<file path="src/rtl/rr_arbiter8.sv">
// Eight-requester round-robin arbiter with grant hold and optional hold limit.
// A grant is held until the owner drops its request, enable falls, or the
// hold limit expires. Priority then rotates to the index after the last owner.
module rr_arbiter8 #(
    parameter int unsigned MAX_HOLD = 16,
    parameter int unsigned CNTW     = 5
) (
    input  logic       clk,
    input  logic       rst_n,
    input  logic       en,
    input  logic [7:0] req,
    output logic [7:0] gnt,
    output logic [2:0] gnt_idx,
    output logic       gnt_valid,
    output logic       expired
);

    localparam int unsigned NREQ    = 8;
    localparam int unsigned IDXW    = 3;
    localparam bit          HOLD_EN = (MAX_HOLD != 0);

    typedef enum logic {
        IDLE  = 1'b0,
        GRANT = 1'b1
    } state_t;

    state_t            state;
    state_t            state_nxt;
    logic [IDXW-1:0]   ptr;
    logic [IDXW-1:0]   ptr_nxt;
    logic [CNTW-1:0]   hold_cnt;
    logic [CNTW-1:0]   cnt_nxt;

    logic [NREQ-1:0]   rot_req;
    logic [2*NREQ-1:0] req_dbl;
    logic [IDXW-1:0]   first_off;
    logic [IDXW-1:0]   sel;
    logic              grant_new;
    logic              release_now;
    logic              expire_now;

    logic [NREQ-1:0]   gnt_nxt;
    logic [IDXW-1:0]   idx_nxt;
    logic              valid_nxt;
    logic              expired_nxt;

    // Lowest set bit of a vector as a 3-bit index (8-to-3 priority encode).
    function automatic logic [IDXW-1:0] prio_enc8(input logic [NREQ-1:0] v);
        logic [IDXW-1:0] r;
        r = '0;
        for (int i = NREQ - 1; i >= 0; i--) begin
            if (v[i]) r = IDXW'(i);
        end
        return r;
    endfunction

    // Rotate requests so that ptr lands on bit 0, encode, then rotate back.
    always_comb begin
        req_dbl   = {req, req};
        rot_req   = NREQ'(req_dbl >> ptr);
        first_off = prio_enc8(rot_req);
        sel       = ptr + first_off;
    end

    // State, pointer and hold counter register.
    always_ff @(posedge clk or negedge rst_n) begin
        if (!rst_n) begin
            state    <= IDLE;
            ptr      <= '0;
            hold_cnt <= '0;
        end else begin
            state    <= state_nxt;
            ptr      <= ptr_nxt;
            hold_cnt <= cnt_nxt;
        end
    end

    // Next-state logic: grant start, hold, release and expiry decisions.
    always_comb begin
        state_nxt   = state;
        ptr_nxt     = ptr;
        cnt_nxt     = hold_cnt;
        grant_new   = 1'b0;
        release_now = 1'b0;
        expire_now  = 1'b0;
        case (state)
            IDLE: begin
                if (en && (req != '0)) begin
                    grant_new = 1'b1;
                    cnt_nxt   = CNTW'(1);
                    state_nxt = GRANT;
                end
            end
            GRANT: begin
                if (!en || !req[gnt_idx]) begin
                    release_now = 1'b1;
                end else if (HOLD_EN && (hold_cnt == CNTW'(MAX_HOLD))) begin
                    release_now = 1'b1;
                    expire_now  = 1'b1;
                end else if (hold_cnt != '1) begin
                    cnt_nxt = hold_cnt + CNTW'(1);
                end
                if (release_now) begin
                    state_nxt = IDLE;
                    ptr_nxt   = gnt_idx + IDXW'(1);
                    cnt_nxt   = '0;
                end
            end
            default: begin
                state_nxt = IDLE;
                cnt_nxt   = '0;
            end
        endcase
    end

    // Output next values; every output is registered.
    always_comb begin
        gnt_nxt     = gnt;
        idx_nxt     = gnt_idx;
        valid_nxt   = gnt_valid;
        expired_nxt = expire_now;
        if (grant_new) begin
            gnt_nxt   = NREQ'(1) << sel;
            idx_nxt   = sel;
            valid_nxt = 1'b1;
        end else if (release_now) begin
            gnt_nxt   = '0;
            idx_nxt   = '0;
            valid_nxt = 1'b0;
        end
    end

    // Output register.
    always_ff @(posedge clk or negedge rst_n) begin
        if (!rst_n) begin
            gnt       <= '0;
            gnt_idx   <= '0;
            gnt_valid <= 1'b0;
            expired   <= 1'b0;
        end else begin
            gnt       <= gnt_nxt;
            gnt_idx   <= idx_nxt;
            gnt_valid <= valid_nxt;
            expired   <= expired_nxt;
        end
    end

endmodule

</file>
<file path="config.mk">
export PLATFORM = sky130hd
export DESIGN_NAME = rr_arbiter8
export DESIGN_NICKNAME = d
export VERILOG_FILES = /design/src/rtl/rr_arbiter8.sv
export SDC_FILE = /design/constraint.sdc
export NUM_CORES = 1
export LEC_CHECK = 0
export CAP_MARGIN = 20
export CORE_MARGIN = 2
export CORE_UTILIZATION = 55
export CTS_CLUSTER_SIZE = 28
export DETAILED_ROUTE_END_ITERATION = 6
export PLACE_DENSITY = 0.92
export SYNTH_ARGS = -nofsm -noshare
export SYNTH_HDL_FRONTEND = slang
export SYNTH_SLANG_ARGS = --single-unit
</file>
<file path="constraint.sdc">
create_clock -name clk -period 4 [get_ports clk]
set_input_delay 0.8 -clock clk [delete_from_list [all_inputs] [get_ports clk]]
set_output_delay 0.8 -clock clk [all_outputs]
set_load 0.01 [all_outputs]
</file>
* Word-level counts from Yosys, hierarchy flattened
Index checks and enable logic that the tools add are counted.
Word-level totals: bits in registers 22, input port bits 11, output and inout port bits 13, word-level logic and storage cells 60
Operators by class: add/sub/neg operators 3, order comparisons 1, equal/unequal tests 6, shift-type cells 2, multiplexer cells 32, bitwise operators 1, reduce and logical (&&, ||, !) cells 8
Operator list (count):
- 3-bit two-way mux | 10
- 5-bit two-way mux | 5
- 8-bit two-way mux | 2
- 16-bit by 3-bit right shift with 8-bit output | 1
- 1-bit two-way mux | 12
- 5-bit one-hot mux with 2 select lines | 1
- 8-bit nonzero test | 1
- 1-bit by 3-bit left shift with 8-bit output (first input constant) | 1
- 3-bit by 2-bit inequality test with 1-bit output (second input constant) | 2
- 5-bit by 1-bit adder with 5-bit output (second input constant) | 1
- 5-bit equality test (second input constant) | 1
- 5-bit inequality test (second input constant) | 1
- 3-bit by 4-bit less-than comparator with 1-bit output (second input constant) | 1
- 4-bit AND reduction | 1
- 3-bit by 1-bit adder with 3-bit output (second input constant) | 1
- 3-bit adder | 1
- 1-bit binary-select mux with 3-bit select | 1
- 3-bit by 1-bit inequality test with 1-bit output (second input constant) | 1
- 1-bit logical NOT | 2
- 2-bit inequality test (second input constant) | 1
- 1-bit one-hot mux with 2 select lines | 1
- 2-bit AND reduction | 1
- 2-bit nonzero test | 1
- 1-bit logical AND | 1
- 2 further kinds | 2

* Longest topological paths before layout
Gate-level depths: netlist of run 1.
word-level depth 12, mapped depth 14, mapped depth without buffers 12

* Worst setup path after synthesis of run 1
OpenSTA, ideal clock, no wires.
path kind input to register, from input req[0], to register gnt[6], library setup time 0.122 ns, data arrival time 3.289 ns, data required time 3.878 ns, path slack 0.589 ns, cell stages on the path 12, buffers on the path 1, path through clkbuf_1 -> nor2b_1 -> mux4_2 -> nor2_1 -> o41ai_1 -> a2111oi_0 -> a21o_1 -> ha_1 -> inv_1 -> fa_1 -> xnor2_4 -> a32o_1
On the way: word-level cells in the longest chain between the ends 12, elaborated cells on any way between the ends 24, classes of those cells add/sub: 1; shift: 2; mux: 16; reduce/logical: 5
Ends and longest elaborated chain:
- from (decl) | line 11 | input logic [7:0] req,
- 16-bit by 3-bit right shift with 8-bit output | line 60 | rot_req = NREQ'(req_dbl >> ptr);
- 3-bit two-way mux (8 in a row) | line 52 | if (v[i]) r = IDXW'(i);
- 3-bit adder | line 62 | sel = ptr + first_off;
- 1-bit by 3-bit left shift with 8-bit output | line 123 | gnt_nxt = NREQ'(1) << sel;
- 8-bit two-way mux | line 122 | if (grant_new) begin
- to (signal assigned) | line 141 | gnt <= gnt_nxt;
- to (decl) | line 12 | output logic [7:0] gnt,
Several ways; a longest one is shown, not always the timed one. The select of a mux whose other input is x is not followed. A chain may end at the register's enable or synchronous reset.

* Worst setup path in the final report of run 1
from input req[0], to register gnt[2]
Same word-level chain as after synthesis.

==> impl_metrics.tcl, run 1 <==
set metrics [dict create \
    status "finished, final reports clean" \
    crit_type "input port to register" \
    fill_cells 249 \
    clockBufferDepth 2 \
    cts-htree-levels 1 \
    setup_viol 0 \
    relSlewSlack_pct 35.9 \
    post_cts_buffers 0 \
    cts_resized 0 \
    synthMuxAreaShare_pct 15.0 \
    chipHeight_um 60.8 \
    ys_seq_area_share_pct 31.1 \
    period_minus_slack_ns 3.63 \
    finalWeightedCongestion 0.897 \
    cts_buffers 3 \
    grtUsageMet2_pct 40.9 \
    vdd_ir_drop_max_mv 0.653 \
    viasPerCell 6.24 \
    clock_latency_ns 0.31 \
    power_density_nw_per_um2 681 \
    routed_wl_um 4220 \
    yosys.area_share.simple_pct 18.4 \
    grt_pass1_vias 1489 \
    rsz0062_at_grt "no" \
    fin_skew_ns 0.00856 \
    tritoncts "built" \
    fin_nets 223 \
    use_met3_pct 6.61 \
    grtUsageTotal_pct 25.3 \
    crit_path_end_kind "register" \
    synth_compound_area_share_pct 20.8 \
    setup_tns_ns 0 \
    syn_nets 198 \
    grt_use_met1_pct 33.7 \
    final_layout_size_suffix_gt1_share_pct 18.0 \
    core-area_um2 3050 \
    syn_inst 181 \
    async_flop_share_pct 100 \
    synth_top_family_by_area "compound AO/OA/AOI/OAI gates" \
    syn_avg_cell_area_um2 9.79 \
    antenna_cells 0 \
    hold_viol_final 0 \
    hp-class "register to register" \
    drt_iter0_drc 84 \
    initial_core_util_pct 58.0 \
    fin_area_um2 2110 \
    synth_ff_type "dfrtp_1" \
    crit_fanout 5 \
    finalMaxSlewViolations 0 \
    leakagePower_nw 0.897 \
    drc 0 \
    portBuffers 23 \
    ys_warn_count 0 \
    grt_max_degree 25 \
    wl_per_cell_um 16.9 \
    cts_hold_buf 0 \
    antenna_found_initial 0 \
    placed_area_um2 2060 \
    cts.reportedPaths.clkPinSlew_ns 0.13 \
    synth_seq_cells 22 \
    rows 20 \
    grt_overflow 0 \
    dieArea_um2 3690 \
    crit_required_ns 4.23 \
    ys_types 53 \
    synth_edf_count 0 \
    clk_root_buffer_cell "clkbuf_4" \
    grt.busiest_layer "met2" \
    hold_ws_ns 0.496 \
    syn_area_um2 1770 \
    finalPower_mw 1.44 \
    fin_crit_sh_pct 90.7 \
    area_growth_pct 19.1 \
    clock-sinks 22 \
    die_w_um 60.8 \
    dp_hpwl_um 3070 \
    drtAntennaViolNets 0 \
    cp.arrival_ns 3.86 \
    detailroute.via_count 1553 \
    tightestPinTransition_ns 0.959 \
    maxCapViolCount 0 \
    synthXorXnorAreaFrac_pct 2.54 \
    grt_pass1_wl_um 6940 \
    synthAdderAreaFrac_pct 5.44 \
    clock.fmax_mhz 276 \
    pin_count 24 \
    critPathLaunchType "input port" \
    drtPass1Iterations 4 \
]
## kinds of logic after synthesis
family | after synthesis
buf+inv | 23
fa+ha+maj | 7
compound gates | 47
mux | 18
xor+xnor | 3
simple gates | 61
flops | 22
## cell usage after synthesis, types with 3 or more instances
| library cell | n | area, µm² |
|---|---|---|
| inv_1 | 6 | 22.5 |
| dfrtp_1 | 22 | 551 |
| buf_2 | 9 | 45.0 |
| and3_1 | 3 | 18.8 |
| a21o_1 | 4 | 30.0 |
| a21oi_1 | 5 | 25.0 |
| nor4_1 | 4 | 25.0 |
| mux2_2 | 5 | 56.3 |
| nand2_1 | 16 | 60.1 |
| ha_1 | 5 | 62.6 |
| mux2i_1 | 6 | 60.1 |
| o21ai_0 | 8 | 40.0 |
| nor3b_1 | 3 | 22.5 |
| a32o_1 | 4 | 40.0 |
| nor2b_1 | 10 | 62.6 |
| mux4_2 | 6 | 135 |
| a31oi_1 | 3 | 18.8 |
| a22o_1 | 4 | 35.0 |
| nor2_1 | 15 | 56.3 |
## flip-flops by register name (all words and copies together) (netlist names)
name and flops:
gnt_idx 3, gnt_valid 1, expired 1, gnt 8
hold_cnt 5, ptr 3, state 1
## routing by layer
| metal | up-vias | part of all wire (%) |
|---|---|---|
| li1 | 723 | - |
| met1 | 774 | 43 |
| met2 | 50 | 50 |
| met3 | 6 | 5.4 |
| met4 | 0 | 1.2 |
| met5 | - | 0 |
## layout by cell type (no fill, tap or decap), types with 2 or more instances in the layout
cell type | Yosys | layout
a2111oi_0 | 2 | 2
a211oi_1 | 2 | 2
a21o_1 | 4 | 4
a21oi_1 | 5 | 5
a22o_1 | 4 | 4
a311oi_1 | 2 | 2
a31oi_1 | 3 | 3
a32o_1 | 4 | 4
a32oi_1 | 2 | 2
and3_1 | 3 | 3
buf_4 | 2 | 12
clkbuf_4 | 0 | 3
clkdlybuf4s50_1 | 0 | 23
dfrtp_1 | 22 | 22
ha_1 | 5 | 5
inv_1 | 6 | 6
inv_2 | 2 | 2
mux2_2 | 5 | 5
mux2i_1 | 6 | 6
mux4_2 | 6 | 6
nand2_1 | 16 | 16
nor2_1 | 15 | 15
nor2b_1 | 10 | 10
nor3b_1 | 3 | 3
nor4_1 | 4 | 4
o21ai_0 | 8 | 8
o31ai_1 | 2 | 2
## layout make-up
class	count	area, µm²	share of cell area [%]
flip-flops and latches	22	551	26.1
multi-input cells	136	1100	52.2
clock inverters	1	30.0	1.42
repair buffers	35	320	15.2
well taps	44	55.1	2.61
inverters	8	30.0	1.42
clock buffers	3	22.5	1.07
## path summary, 6_finish.rpt
kind	startpoint	end	slack (ns)	depth (start not counted)
max	req[0]	gnt[2]	0.37	13
min	gnt_valid	gnt_valid	0.50	1
max reg2reg	ptr[1]	gnt[2]	0.40	12
min reg2reg	gnt_valid	gnt_valid	0.50	1
max in group asynchronous	rst_n	gnt[3]	2.41	1
min in group asynchronous	rst_n	expired	1.00	1
## per-stage QoR
stage | std cells | setup WS [ns] | util, %
3_3_place_gp | 245 | 0.137 | 67.4
3_5_place_dp | 245 | 0.0927 | 67.4
5_1_grt | 249 | 0.0872 | 69.1
6_report | 249 | 0.372 | 69.1
4_1_cts | 249 | 0.391 | 69.1
2_1_floorplan | 181 | 0.589 | -
## worst max-delay path, stage by stage
cell and delay, ns:
clkdlybuf4s50_1 0.46, nor2b_1 0.15, mux4_2 0.52, nor2_1 0.12, o41ai_1 0.08, a2111oi_0 0.39
a21o_1 0.13, ha_1 0.13, inv_1 0.05, fa_1 0.46, nor2b_1 0.30, nand2_1 0.08
o21ai_0 0.18
## where the power goes
group / switching (mW) / internal (mW)
logic: 0.414 / 0.415
clock network: 0.0703 / 0.101
registers: 0.140 / 0.295
total: 0.625 / 0.811
Power figures use the tool's default switching activity.
==> inputs of run 2 (changes only) <==
--- a/config.mk
+++ b/config.mk
@@ -5,6 +5,7 @@
 export SDC_FILE = /design/constraint.sdc
 export NUM_CORES = 1
 export LEC_CHECK = 0
+export ABC_CLOCK_PERIOD_IN_PS = 4000
 export CAP_MARGIN = 20
 export CORE_MARGIN = 2
 export CORE_UTILIZATION = 55
==> results of run 2 <==
Same layout as run 1: the final DEF is identical, and so are final timing and power.
==> inputs of run 3 (changes only) <==
--- a/config.mk
+++ b/config.mk
@@ -12,6 +12,7 @@
 export CTS_CLUSTER_SIZE = 28
 export DETAILED_ROUTE_END_ITERATION = 6
 export PLACE_DENSITY = 0.92
+export RECOVER_POWER = 100
 export SYNTH_ARGS = -nofsm -noshare
 export SYNTH_HDL_FRONTEND = slang
 export SYNTH_SLANG_ARGS = --single-unit
==> run 3 against run 2 <==
  * Count of clock-buffer cells in the layout is the same
  * Core utilization shrank 1.2 points
  * Die area is the same
  * Critical path depth shrank 1
  * Largest cell class unchanged
  * Worst hold slack lost 0.0059 ns
  * Global-route usage is the same
  * Non-clock buffer count is the same
  * First-iteration DRC count shrank 24%
  * Sequential power shrank 1%
  * Combinational power shrank 6.6%
  * Critical path type unchanged
  * Maximum frequency shrank 1.4%
==> impl_metrics.tcl, run 3 (synthesized netlist as in run 1, its figures left out) <==
set metrics [dict create \
    die_w_um 60.8 \
    dp_hpwl_um 3070 \
    finalPower_mw 1.37 \
    clock_latency_ns 0.31 \
    grt_pass1_vias 1489 \
    routed_wl_um 4180 \
    core-area_um2 3050 \
    crit_path_end_kind "register" \
    crit_fanout 10 \
    chipHeight_um 60.8 \
    antenna_found_initial 0 \
    cts_resized 0 \
    fin_nets 223 \
    largest_register_ffs 8 \
    fin_skew_ns 0.0111 \
    mostFrequentLayoutCells "dfrtp_1, nand2_1, nor2_1" \
    vdd_ir_drop_max_mv 0.616 \
    pin_count 24 \
    setup_viol 0 \
    grt_max_degree 25 \
    maxCapViolCount 0 \
    relSlewSlack_pct 34.8 \
    cts_buffers 3 \
    hp-class "register to register" \
    rows 20 \
    cp.arrival_ns 3.86 \
    drtAntennaViolNets 0 \
    power_density_nw_per_um2 663 \
    largest_register "gnt" \
    fin_crit_sh_pct 92.0 \
    clock.fmax_mhz 272 \
    place_worst_setup_slack_ns 0.0927 \
    grt_pass1_wl_um 6940 \
    detailroute.via_count 1547 \
    drtPass1Iterations 5 \
    clockBufferDepth 2 \
    setup_slack_ns 0.321 \
    area_growth_pct 16.9 \
    grt_overflow 0 \
    finalWeightedCongestion 0.897 \
    hp-start "gnt_valid" \
    drt_iter0_drc 64 \
    status "finished, final reports clean" \
    setup_tns_ns 0 \
    critPathLaunchType "input port" \
    dp_cells 245 \
    crit_type "input port to register" \
    wl_per_cell_um 16.8 \
    grtUsageTotal_pct 25.3 \
    fin_area_um2 2070 \
    initial_core_util_pct 58.0 \
    final_util_pct 67.9 \
    hold_ws_ns 0.490 \
    tritoncts "built" \
    clk_root_buffer_cell "clkbuf_4" \
    clock-sinks 22 \
    post_cts_buffers 0 \
    rsz0062_at_grt "no" \
    tightestPinTransition_ns 0.975 \
    cts_hold_buf 0 \
    leakagePower_nw 0.922 \
    viasPerCell 6.21 \
    slowest_stage "mux4_2" \
    cp_slowest_stage_delay_ns 0.51 \
    portBuffers 23 \
    finalMaxSlewViolations 0 \
    path_buf_inv 3 \
    drc 0 \
    placed_area_um2 2060 \
    period_minus_slack_ns 3.68 \
    crit_family "compound AO/OA/AOI/OAI gates" \
    antenna_cells 0 \
    layoutNonFillerInstCount 249 \
    dieArea_um2 3690 \
    hold_viol_final 0 \
    cts-htree-levels 1 \
    startpoint "req[6]" \
    cts.reportedPaths.clkPinSlew_ns 0.13 \
    top_regs "gnt: 8 flops, hold_cnt: 5 flops" \
    crit_required_ns 4.18 \
    cp_cell_sequence "clkdlybuf4s50_1, clkbuf_1, mux4_2, nor2_1, o41ai_1, a2111oi_0, a21o_1, ha_1, inv_1, fa_1, xnor2_2, o21ai_0" \
    final_layout_size_suffix_gt1_share_pct 16.1 \
    r2r_start "ptr[1]" \
    final_common_cell "dfrtp_1" \
]
run 3: per-layer routing:
layer	vias to the layer above	part of all wire [%]	routed length (µm)	track usage, %
met1	759	43	1800	33.7
met5	-	0	0	0
met3	4	5.8	244	6.61
met2	57	50	2090	40.9
li1	727	-	-	-
met4	0	0.96	40	7.14
run 3: area by class of cell:
type / instances / area, µm²
Multi-Input combinational cell: 136 / 1070
Fill cell: 256 / 981
Sequential cell: 22 / 551
Timing Repair Buffer: 35 / 317
Tap cell: 44 / 55.1
Clock inverter: 1 / 30.0
Inverter: 8 / 30.0
Clock buffer: 3 / 22.5
run 3: power by group:
group	internal, mW	switching [mW]
clock network	0.101	0.0695
logic	0.376	0.398
registers	0.295	0.135
run 3: worst paths after layout:
kind	to	slack (ns)	cells past startpoint
max	gnt[2]	0.32	12
min	gnt_valid	0.49	1
max reg2reg	gnt[2]	0.41	11
min reg2reg	gnt_valid	0.49	1
max in group asynchronous	gnt[3]	2.33	1
min in group asynchronous	expired	1.07	1
